`src/rtl/lsu_pkg.sv`:
```
// Shared types for the per-thread load/store unit: warp/LSU state encodings,
// funct3 size codes and the access-legality helper.
package lsu_pkg;

  localparam int DATA_ADDR_BITS = 8;

  typedef logic [DATA_ADDR_BITS-1:0] data_mem_addr_t;

  typedef enum logic [1:0] {
    LSU_IDLE, LSU_REQUESTING, LSU_DONE, LSU_ERROR
  } lsu_state_t;

  typedef enum logic [2:0] {
    WARP_IDLE, WARP_FETCH, WARP_DECODE, WARP_REQUEST,
    WARP_WAIT, WARP_EXECUTE, WARP_UPDATE, WARP_DONE
  } warp_state_t;

  localparam logic [2:0] F3_B  = 3'd0;
  localparam logic [2:0] F3_H  = 3'd1;
  localparam logic [2:0] F3_W  = 3'd2;
  localparam logic [2:0] F3_BU = 3'd4;
  localparam logic [2:0] F3_HU = 3'd5;

  // Unsigned sizes only exist for loads; halves/words must be naturally aligned.
  function automatic logic access_ok(logic is_load, logic [2:0] f3, logic [1:0] lane);
    case (f3)
      F3_B:    access_ok = 1'b1;
      F3_BU:   access_ok = is_load;
      F3_H:    access_ok = !lane[0];
      F3_HU:   access_ok = is_load && !lane[0];
      F3_W:    access_ok = (lane == 2'd0);
      default: access_ok = 1'b0;
    endcase
  endfunction

endpackage

```
`src/rtl/lsu_if.sv`:
```
// Data-memory read/write handshake between the LSU (master) and memory (slave).
interface lsu_if #(parameter int DATA_ADDR_BITS = 8);

  logic                      mem_read_valid;
  logic [DATA_ADDR_BITS-1:0] mem_read_addr;
  logic                      mem_read_ready;
  logic [31:0]               mem_read_data;
  logic                      mem_write_valid;
  logic [DATA_ADDR_BITS-1:0] mem_write_addr;
  logic [31:0]               mem_write_data;
  logic [3:0]                mem_write_strb;
  logic                      mem_write_ready;

  modport master (
    output mem_read_valid, mem_read_addr, input mem_read_ready, mem_read_data,
    output mem_write_valid, mem_write_addr, mem_write_data, mem_write_strb,
    input  mem_write_ready
  );

  modport slave (
    input  mem_read_valid, mem_read_addr, output mem_read_ready, mem_read_data,
    input  mem_write_valid, mem_write_addr, mem_write_data, mem_write_strb,
    output mem_write_ready
  );

endinterface

```
`src/rtl/lsu_format.sv`:
```
// Combinational data formatting: load byte/half extraction with sign/zero
// extension, and store lane replication with byte strobes.
module lsu_format
  import lsu_pkg::*;
(
  input  logic [2:0]  funct3,
  input  logic [1:0]  lane,
  input  logic [31:0] read_data,
  input  logic [31:0] store_data,
  output logic [31:0] load_data,
  output logic [31:0] write_data,
  output logic [3:0]  write_strb
);

  logic [7:0]  byte_v;
  logic [15:0] half_v;

  assign byte_v = read_data[{lane, 3'b000} +: 8];
  assign half_v = lane[1] ? read_data[31:16] : read_data[15:0];

  always_comb begin
    load_data  = read_data;
    write_data = store_data;
    write_strb = 4'hF;
    case (funct3)
      F3_B: begin
        load_data  = {{24{byte_v[7]}}, byte_v};
        write_data = {4{store_data[7:0]}};
        write_strb = 4'b0001 << lane;
      end
      F3_BU: load_data = {24'd0, byte_v};
      F3_H: begin
        load_data  = {{16{half_v[15]}}, half_v};
        write_data = {2{store_data[15:0]}};
        write_strb = lane[1] ? 4'b1100 : 4'b0011;
      end
      F3_HU:   load_data = {16'd0, half_v};
      default: ;
    endcase
  end

endmodule

```
`src/rtl/lsu.sv`:
```
// Per-thread load/store unit: one memory transaction per WARP_REQUEST phase,
// using only values latched on entry so the ALU/register inputs may move on.
module lsu
  import lsu_pkg::*;
#(
  parameter int DATA_ADDR_BITS = lsu_pkg::DATA_ADDR_BITS
) (
  input  logic          clk,
  input  logic          reset,
  input  warp_state_t   warp_state,
  input  logic          enable,
  input  logic          MemRead,
  input  logic          MemWrite,
  input  logic [2:0]    funct3,
  input  logic [31:0]   addr,
  input  logic [31:0]   store_data,
  lsu_if.master         mem,
  output lsu_state_t    lsu_state,
  output logic [31:0]   lsu_out
);

  lsu_state_t                state_q, state_d;
  logic                      is_load_q;
  logic [2:0]                f3_q;
  logic [1:0]                lane_q;
  logic [DATA_ADDR_BITS-1:0] waddr_q;
  logic [31:0]               sdata_q;
  logic [31:0]               out_q;

  logic        req, legal, accept, handshake;
  logic [31:0] fmt_load, fmt_wdata;
  logic [3:0]  fmt_strb;
  logic        unused_addr_hi;

  // Address bits above the data memory size simply wrap.
  assign unused_addr_hi = ^addr[31:DATA_ADDR_BITS+2];

  assign req       = (warp_state == WARP_REQUEST) && enable && (MemRead || MemWrite);
  assign legal     = (MemRead ^ MemWrite) && access_ok(MemRead, funct3, addr[1:0]);
  assign handshake = is_load_q ? mem.mem_read_ready : mem.mem_write_ready;

  always_comb begin
    state_d = state_q;
    accept  = 1'b0;
    case (state_q)
      LSU_IDLE: if (req) begin
        if (legal) begin
          state_d = LSU_REQUESTING;
          accept  = 1'b1;
        end else begin
          state_d = LSU_ERROR;
        end
      end
      LSU_REQUESTING: if (handshake) state_d = LSU_DONE;
      LSU_DONE, LSU_ERROR: if (warp_state == WARP_UPDATE) state_d = LSU_IDLE;
      default: state_d = LSU_IDLE;
    endcase
  end

  always_ff @(posedge clk) begin
    if (reset) begin
      state_q   <= LSU_IDLE;
      is_load_q <= 1'b0;
      f3_q      <= 3'd0;
      lane_q    <= 2'd0;
      waddr_q   <= '0;
      sdata_q   <= 32'd0;
      out_q     <= 32'd0;
    end else begin
      state_q <= state_d;
      if (accept) begin
        is_load_q <= MemRead;
        f3_q      <= funct3;
        lane_q    <= addr[1:0];
        waddr_q   <= addr[DATA_ADDR_BITS+1:2];
        sdata_q   <= store_data;
      end
      if (state_q == LSU_REQUESTING && is_load_q && mem.mem_read_ready)
        out_q <= fmt_load;
      if (state_q == LSU_IDLE && state_d == LSU_ERROR)
        out_q <= 32'd0;
    end
  end

  lsu_format u_format (
    .funct3     (f3_q),
    .lane       (lane_q),
    .read_data  (mem.mem_read_data),
    .store_data (sdata_q),
    .load_data  (fmt_load),
    .write_data (fmt_wdata),
    .write_strb (fmt_strb)
  );

  // Valids derive from state so read and write can never both be high.
  assign mem.mem_read_valid  = (state_q == LSU_REQUESTING) && is_load_q;
  assign mem.mem_write_valid = (state_q == LSU_REQUESTING) && !is_load_q;
  assign mem.mem_read_addr   = waddr_q;
  assign mem.mem_write_addr  = waddr_q;
  assign mem.mem_write_data  = mem.mem_write_valid ? fmt_wdata : 32'd0;
  assign mem.mem_write_strb  = mem.mem_write_valid ? fmt_strb : 4'd0;

  assign lsu_state = state_q;
  assign lsu_out   = out_q;

endmodule

```
`src/flat_wrapper.sv`:
```
// flat-port wrapper written by rule: the top's interface ports become plain ports
module lsu_flat import lsu_pkg::*;
#(
  parameter int DATA_ADDR_BITS = lsu_pkg::DATA_ADDR_BITS
)
  (clk, reset, warp_state, enable, MemRead, MemWrite, funct3, addr, store_data, lsu_state, lsu_out, mem_mem_read_valid, mem_mem_read_addr, mem_mem_read_ready, mem_mem_read_data, mem_mem_write_valid, mem_mem_write_addr, mem_mem_write_data, mem_mem_write_strb, mem_mem_write_ready);
  lsu_if #(.DATA_ADDR_BITS(DATA_ADDR_BITS)) mem_i ();
  input  logic clk;
  input  logic reset;
  input  warp_state_t warp_state;
  input  logic enable;
  input  logic MemRead;
  input  logic MemWrite;
  input  logic [2:0] funct3;
  input  logic [31:0] addr;
  input  logic [31:0] store_data;
  output lsu_state_t lsu_state;
  output logic [31:0] lsu_out;
  output wire logic [$bits(mem_i.mem_read_valid)-1:0] mem_mem_read_valid;
  output wire logic [$bits(mem_i.mem_read_addr)-1:0] mem_mem_read_addr;
  input wire logic [$bits(mem_i.mem_read_ready)-1:0] mem_mem_read_ready;
  input wire logic [$bits(mem_i.mem_read_data)-1:0] mem_mem_read_data;
  output wire logic [$bits(mem_i.mem_write_valid)-1:0] mem_mem_write_valid;
  output wire logic [$bits(mem_i.mem_write_addr)-1:0] mem_mem_write_addr;
  output wire logic [$bits(mem_i.mem_write_data)-1:0] mem_mem_write_data;
  output wire logic [$bits(mem_i.mem_write_strb)-1:0] mem_mem_write_strb;
  input wire logic [$bits(mem_i.mem_write_ready)-1:0] mem_mem_write_ready;
  assign mem_mem_read_valid = mem_i.mem_read_valid;
  assign mem_mem_read_addr = mem_i.mem_read_addr;
  assign mem_i.mem_read_ready = mem_mem_read_ready;
  assign mem_i.mem_read_data = mem_mem_read_data;
  assign mem_mem_write_valid = mem_i.mem_write_valid;
  assign mem_mem_write_addr = mem_i.mem_write_addr;
  assign mem_mem_write_data = mem_i.mem_write_data;
  assign mem_mem_write_strb = mem_i.mem_write_strb;
  assign mem_i.mem_write_ready = mem_mem_write_ready;
  lsu #(.DATA_ADDR_BITS(DATA_ADDR_BITS)) u_core (.clk(clk), .reset(reset), .warp_state(warp_state), .enable(enable), .MemRead(MemRead), .MemWrite(MemWrite), .funct3(funct3), .addr(addr), .store_data(store_data), .mem(mem_i), .lsu_state(lsu_state), .lsu_out(lsu_out));
endmodule
```
`config.mk`:
```
export PLATFORM = sky130hd
export DESIGN_NAME = lsu_flat
export DESIGN_NICKNAME = d
export VERILOG_FILES = /design/src/rtl/lsu_pkg.sv /design/src/rtl/lsu_if.sv /design/src/rtl/lsu_format.sv /design/src/rtl/lsu.sv /design/src/flat_wrapper.sv
export SDC_FILE = /design/constraint.sdc
export NUM_CORES = 1
export LEC_CHECK = 0
export BUFFER_PORTS_ARGS = -buffer_cell sky130_fd_sc_hd__buf_2
export CORE_ASPECT_RATIO = 2
export CORE_UTILIZATION = 30
export CTS_CLUSTER_DIAMETER = 120
export DETAILED_ROUTE_END_ITERATION = 7
export PLACE_DENSITY_LB_ADDON = 0.1
export SYNTH_ARGS = -nofsm -noshare
export SYNTH_HDL_FRONTEND = slang
export SYNTH_HIERARCHICAL = 1
export SYNTH_SLANG_ARGS = --single-unit
export TNS_END_PERCENT = 50
```
`constraint.sdc`:
```
create_clock -name clk -period 2.2 [get_ports clk]
set_input_delay 0.22 -clock clk [delete_from_list [all_inputs] [get_ports clk]]
set_output_delay 0.22 -clock clk [all_outputs]
set_load 0.005 [all_outputs]
```
======== Word-level counts from Yosys, hierarchy flattened ========
Cells that the tools add are included.
cells by class
  eq/ne operators ......................... 13
  shifts and indexed selects .............. 2
  mux-type cells .......................... 17
  bitwise logic cells ..................... 1
  reductions and logical operators ........ 17
operators with widths
  operator                                         count
  one-hot mux 32 bit (4 select lines)              1
  one-hot mux 32 bit (2 select lines)              1
  two-way mux 32 bit                               1
  indexed part select 32 x 6 -> 8 bit              1
  two-way mux 16 bit                               1
  == test 3 bit, second input constant             5
  logical AND 1 bit                                8
  two-way mux 2 bit                                4
  two-way mux 4 bit                                2
  one-hot mux 4 bit (2 select lines)               1
  == test 2 bit, second input constant             3
  == test 3 x 1 -> 1 bit, second input constant    2
  == test 3 x 2 -> 1 bit, second input constant    2
  zero test 3 bit                                  2
  one-hot mux 2 bit (3 select lines)               1
  one-hot mux 1 bit (5 select lines)               1
  zero test 2 bit                                  2
  two-way mux 1 bit                                4
  OR reduction 2 bit                               2
  left shift 1 x 2 -> 4 bit, first input constant  1
  == test 2 x 1 -> 1 bit, second input constant    1
  zero test 1 bit                                  2
  logical OR 1 bit                                 1
  XOR 1 bit                                        1
word-level totals
  bits in registers ....................... 80
  input bits .............................. 109
  output and inout port bits .............. 88
  word-level logic and storage cells ...... 57

======== Logic depth before layout (Yosys ltp) ========
  depth after elaboration ................. 10
  depth in mapped cells ................... 9
  gate-level depth less buffers ........... 6

======== Cells and area by module ========
The synthesis kept the hierarchy.
by module, submodules not included
  module      instances  cells each  area each (µm²)  sequential area each (µm²)
  lsu         1          414         3,708.6          1,601.5
  lsu_format  1          170         1,062.3          0.0

======== Worst setup path after synthesis ========
OpenSTA, ideal clock, no wires.
  kind .................................... register to register
  start point ............................. register u_core.lane_q[1]
  end point ............................... register u_core.out_q[17] (netlist: u_core/lsu_out[17])
  setup time .............................. 132 ps
  data arrival time ....................... 1,635 ps
  required time ........................... 2,068 ps
  path slack .............................. 432 ps
  stages on the path, launching flop included .. 9
  buffers on the path ..................... 2
  period minus slack after synthesis ...... 1,768 ps
  cells stage by stage .................... dfxtp_1 > buf_6 > mux4_2 > and2_4 > a31oi_4 > buf_6 > nand2_1 > nand2_1 > a21oi_1
on the way
  cells in the longest elaborated chain, start to end .. 2
  elaborated cells between the ends (all ways) .. 3
  classes of those cells .................. shift: 1; mux: 2
ends and longest elaborated chain
  what                                                                              line                                source
  start: declaration                                                                lsu.sv:25                           logic [1:0] lane_q;
  start signal: assignment                                                          lsu.sv:74                           lane_q <= addr[1:0];
  indexed part select 32 x 6 -> 8 bit / two-way mux 16 bit (equally long branches)  lsu_format.sv:18, lsu_format.sv:19
  one-hot mux 32 bit (4 select lines) *                                             lsu_format.sv:25                    case (funct3)
  net u_core.fmt_load[17]                                                           lsu.sv:31                           logic [31:0] fmt_load, fmt_wdata;
  end signal: assignment                                                            lsu.sv:79                           out_q <= fmt_load;
  end: declaration                                                                  lsu.sv:28                           logic [31:0] out_q;
The timed path passes the listed nets; every way through them passes the cells marked *.
A chain may end at the register's enable or synchronous reset.

======== Worst setup path in the final report ========
  start point ............................. register u_core.f3_q[0]
  end point ............................... output mem_mem_write_data[11]
on the way
  cells in the longest elaborated chain, start to end .. 3
  elaborated cells between the ends (all ways) .. 4
  classes of those cells .................. eq/ne: 1; mux: 2; reduce/logical: 1
ends and longest elaborated chain
  what                                                              line                source
  start: declaration                                                lsu.sv:24           logic [2:0] f3_q;
  start signal: assignment                                          lsu.sv:73           f3_q <= funct3;
  == test 3 x 1 -> 1 bit / zero test 3 bit (equally long branches)  lsu_format.sv:25
  one-hot mux 32 bit (2 select lines) *                             lsu_format.sv:25
  net u_core.fmt_wdata[11]                                          lsu.sv:31
  two-way mux 32 bit *                                              lsu.sv:100          assign mem.mem_write_data = mem.mem_write_valid ? fmt_wdata : 32'd0;
  end: declaration                                                  flat_wrapper.sv:25  output wire logic [$bits(mem_i.mem_write_data)-1:0] mem_mem_write_data;
Marked as above.

==> flow_summary.rst <==
.. list-table::
   :header-rows: 1

   * - Metric
     - Value
   * - Cell area after synthesis
     - approximately 4800 sq um
   * - Relative slew slack
     - 0.607
   * - Total setup buffers inserted after CTS
     - 0
   * - Core Footprint
     - approximately 15000 sq um
   * - Aggregate routed wire length
     - about 15000 um
   * - Insertion delay of the later-clocked pin in the worst-skew pair
     - approximately 330 ps
   * - Arrival time of the worst setup path
     - ~1800 ps
   * - Routed vias
     - ~4.4k
   * - Routability congestion estimate
     - approximately 0.86
   * - Number of DRC markers in iteration 0
     - just over 90
   * - Number of placement rows
     - 64
   * - Sequential share of power
     - 0.413
   * - Worst min-delay path startpoint
     - store_data[21]
   * - Grt ovf
     - 0
   * - Antenna fix cells
     - 0
   * - Leakage dissipation
     - 2.61 nW
   * - Clk slew on worst S/H paths
     - about 60 ps
   * - Number of slew-limit violations in the final report
     - 0
   * - Crit path kind
     - reg -> out
   * - Largest fanout on the critical path
     - 10
   * - Max_cap viols
     - 0
   * - Clock root buffer
     - clkbuf_16
   * - Worst R2R Setup Slack
     - 410 ps
   * - Flops & latches, synth
     - 80
   * - Switching Share
     - 0.217
   * - Overall die height
     - about 180 um
   * - Dpl cells
     - between 900 and 1k
   * - Instance count of the mapped netlist
     - ~600
   * - Share of the cycle needed by the critical path after routing
     - 0.898
   * - Largest net degree at the start of global routing
     - 55
   * - Count of cells along the worst register-to-register path
     - 7
   * - Routed length per instance
     - between 15 and 20 um
   * - Wire length of the first global-routing pass
     - between 20000 and 25000 um
   * - Slew @ Worst Pin
     - 589 ps
   * - Number of global-route vias before repair
     - 4377
   * - Combinational fraction of design power
     - 0.080
   * - CP endpoint kind
     - output port
   * - Commonest cells after routing, fill and taps aside
     - buf_2 (174), nand2_1 (117), nand2b_1 (103), dfxtp_1 (79), mux2i_1 (54)
   * - Clock power share
     - 0.507
   * - GRT Resource Usage Total
     - 0.178
   * - Top-Level Pins
     - roughly 200
   * - Total CTS buffers
     - 9
   * - TritonCTS sink count
     - 80
   * - Initial Util
     - 0.309
   * - Antenna violations before repair
     - 0
   * - Start of the worst register-to-register path
     - u_core/lane_q[1]$_SDFFE_PP0P_
   * - Launching element type of the critical path
     - register
   * - CTS tree
     - yes
   * - Final-layout setup total negative slack
     - 0 ps
   * - Maximum clock frequency
     - between 500 and 600 MHz
   * - HPWL Detailed
     - 11000 um
   * - Ys Warns
     - 6
   * - Switching power total
     - 0.000767 W
   * - CTS H-tree lvls
     - 3
   * - Tightest Hold Check Type
     - in -> reg
   * - Hold Slack
     - roughly 140 ps
   * - Number of distinct library cell variants in the gate-level netlist after synthesis
     - slightly above 40
   * - First-pass DRT Iterations
     - 4
   * - Layout Cells excl Fill
     - 930
   * - Sequential-to-total area share from yosys stat
     - 0.336
   * - Vias/cell
     - approximately 4.7
   * - Die area
     - about 16000 sq um
   * - End of the worst hold path
     - u_core/sdata_q[21]$_SDFFE_PP0P_
   * - Most common cell after layout, fill and taps aside
     - buf_2
   * - Final number of hold-violating endpoints
     - 0
   * - Proportion of layout cells with a drive suffix above 1
     - 0.331
   * - Setup skew after layout
     - 5.76 ps
   * - Core Util, Final
     - 0.390
   * - Number of nets produced by synthesis
     - roughly 690
   * - Total power per unit cell area
     - about 580 nW/um^2
   * - Drc violations
     - 0
   * - Area growth syn-to-layout
     - 26.5%
   * - Setup violators final
     - 0
   * - Post-layout nets
     - between 800 and 900
   * - Internal power component
     - roughly 0.0028 W
   * - Post-route ant nets
     - 0
   * - Avg Inst Size Synth
     - slightly above 8 sq um
   * - Shortest period the worst path allows
     - approximately 2000 ps
   * - Required arrival time at the worst endpoint
     - roughly 2000 ps
   * - IR drop worst, VDD
     - ~0.39 mV
   * - Run status
     - finished clean
   * - RSZ-0062 raised after global routing
     - no
   * - Crit Reg-Reg Endpoint
     - u_core/lsu_out[22]$_SDFFE_PP0P_
   * - Overall die width
     - 91.2 um
   * - Number of I/O port buffers
     - about 170
   * - Worst Hold Depth
     - 3
   * - Largest buffer count on any clock path
     - 2
worst max-delay path by stage:
stage | to | slack (ps) | cells after the start | from
2_1_floorplan | u_core/lsu_out[17]$_SDFFE_PP0P_ | 430 | 8 | u_core/lane_q[1]$_SDFFE_PP0P_
3_3_place_gp | u_core/sdata_q[10]$_SDFFE_PP0P_ | 230 | 8 | MemRead
3_5_place_dp | u_core/mem.mem_read_addr[7]$_SDFFE_PP0P_ | 170 | 8 | MemRead
4_1_cts | mem_mem_write_data[29] | 10 | 5 | u_core/f3_q[0]$_SDFFE_PP0P_
5_1_grt | mem_mem_write_strb[2] | 60 | 5 | u_core/lsu_state[0]$_SDFF_PP0_
6_report | mem_mem_write_data[11] | 220 | 5 | u_core/f3_q[0]$_SDFFE_PP0P_
metal layers:
metal / vias to the layer above / global-route usage / share of wire
met3: 27 / 0.0329 / 0.048
met1: 2072 / 0.167 / 0.36
met5: - / 0 / 0
li1: 2178 / - / -
met2: 140 / 0.357 / 0.56
met4: 0 / 0.0838 / 0.032
what timing repair did:
item,4_1_cts,5_1_grt
setup endpoints to repair,0,8
hold buffers,0,0
resized for setup,0,2
cell usage after synthesis, drive strengths merged:
cell type  number  share of area
or4b            1         0.0021
and2           38          0.050
clkbuf         28          0.022
a31oi           2         0.0058
a221o           2         0.0042
or4             1         0.0024
nand2         117          0.092
o21ai          13          0.014
inv             3         0.0024
nand2b        103           0.14
mux2i          54           0.11
ha              1         0.0026
dfxtp          80           0.34
mux4            1         0.0047
a21oi          42          0.046
o22ai           1         0.0013
a31o            1         0.0018
buf            31          0.059
nor2b           5         0.0066
o21bai          1         0.0016
a22oi           7          0.011
nand3           9         0.0094
nor4            2         0.0026
o32ai           1         0.0018
nand4b          1         0.0018
mux2           23          0.054
o211ai          1         0.0016
nand3b          1         0.0016
nor3            2         0.0031
nor2           11         0.0087
and3            1         0.0013
cells by family after synthesis:
group                      share of synthesized area
AOI/OAI and AO/OA                             0.0892
and+or+nand+nor                                0.317
buffers and inverters                         0.0831
muxes                                          0.172
DFF                                            0.336
adders and majority gates                    0.00262
flip-flops by register name, indices dropped and copies added, names as in the netlist:
register,count
u_core/lane_q,2
u_core/f3_q,3
u_core/lsu_state,2
u_core/is_load_q,1
u_core/sdata_q,32
u_core/lsu_out,32
u_core/mem.mem_read_addr,8
per-stage QoR:
step	area, sq um	worst slack, ps	total power, W
final	6030	225	0.00353
after global routing	6030	58.2	0.00368
after CTS	6030	10.6	0.00360
after detailed placement	5670	172	0.00178
after global placement	5670	233	0.00177
after floorplan	4770	433	0.00164
power groups by stage:
| stage | combinational, W | sequential, W | clock [W] |
|---|---|---|---|
| floorplan | 0.000147 | 0.00149 | 0 |
| global placement | 0.000283 | 0.00149 | 0 |
| detailed placement | 0.000287 | 0.00149 | 0 |
| CTS | 0.000287 | 0.00146 | 0.00186 |
| global route | 0.000312 | 0.00146 | 0.00191 |
| finish | 0.000282 | 0.00146 | 0.00179 |
area by class of cell:
type	count	area, sq um
Inverter	3	11.3
Multi-Input combinational cell	442	2780
Fill cell	1692	9420
Timing Repair Buffer	191	1040
Sequential cell	80	1600
Clock inverter	5	103
Clock buffer	11	253
Tap cell	198	248
critical path: stages (launching register included):
cell     delay [ps]
dfxtp_2         390
nor3_2          180
buf_4           230
mux2_2          350
and2_1          150
buf_2           130
Note: power is estimated with default switching activity, not from simulation.
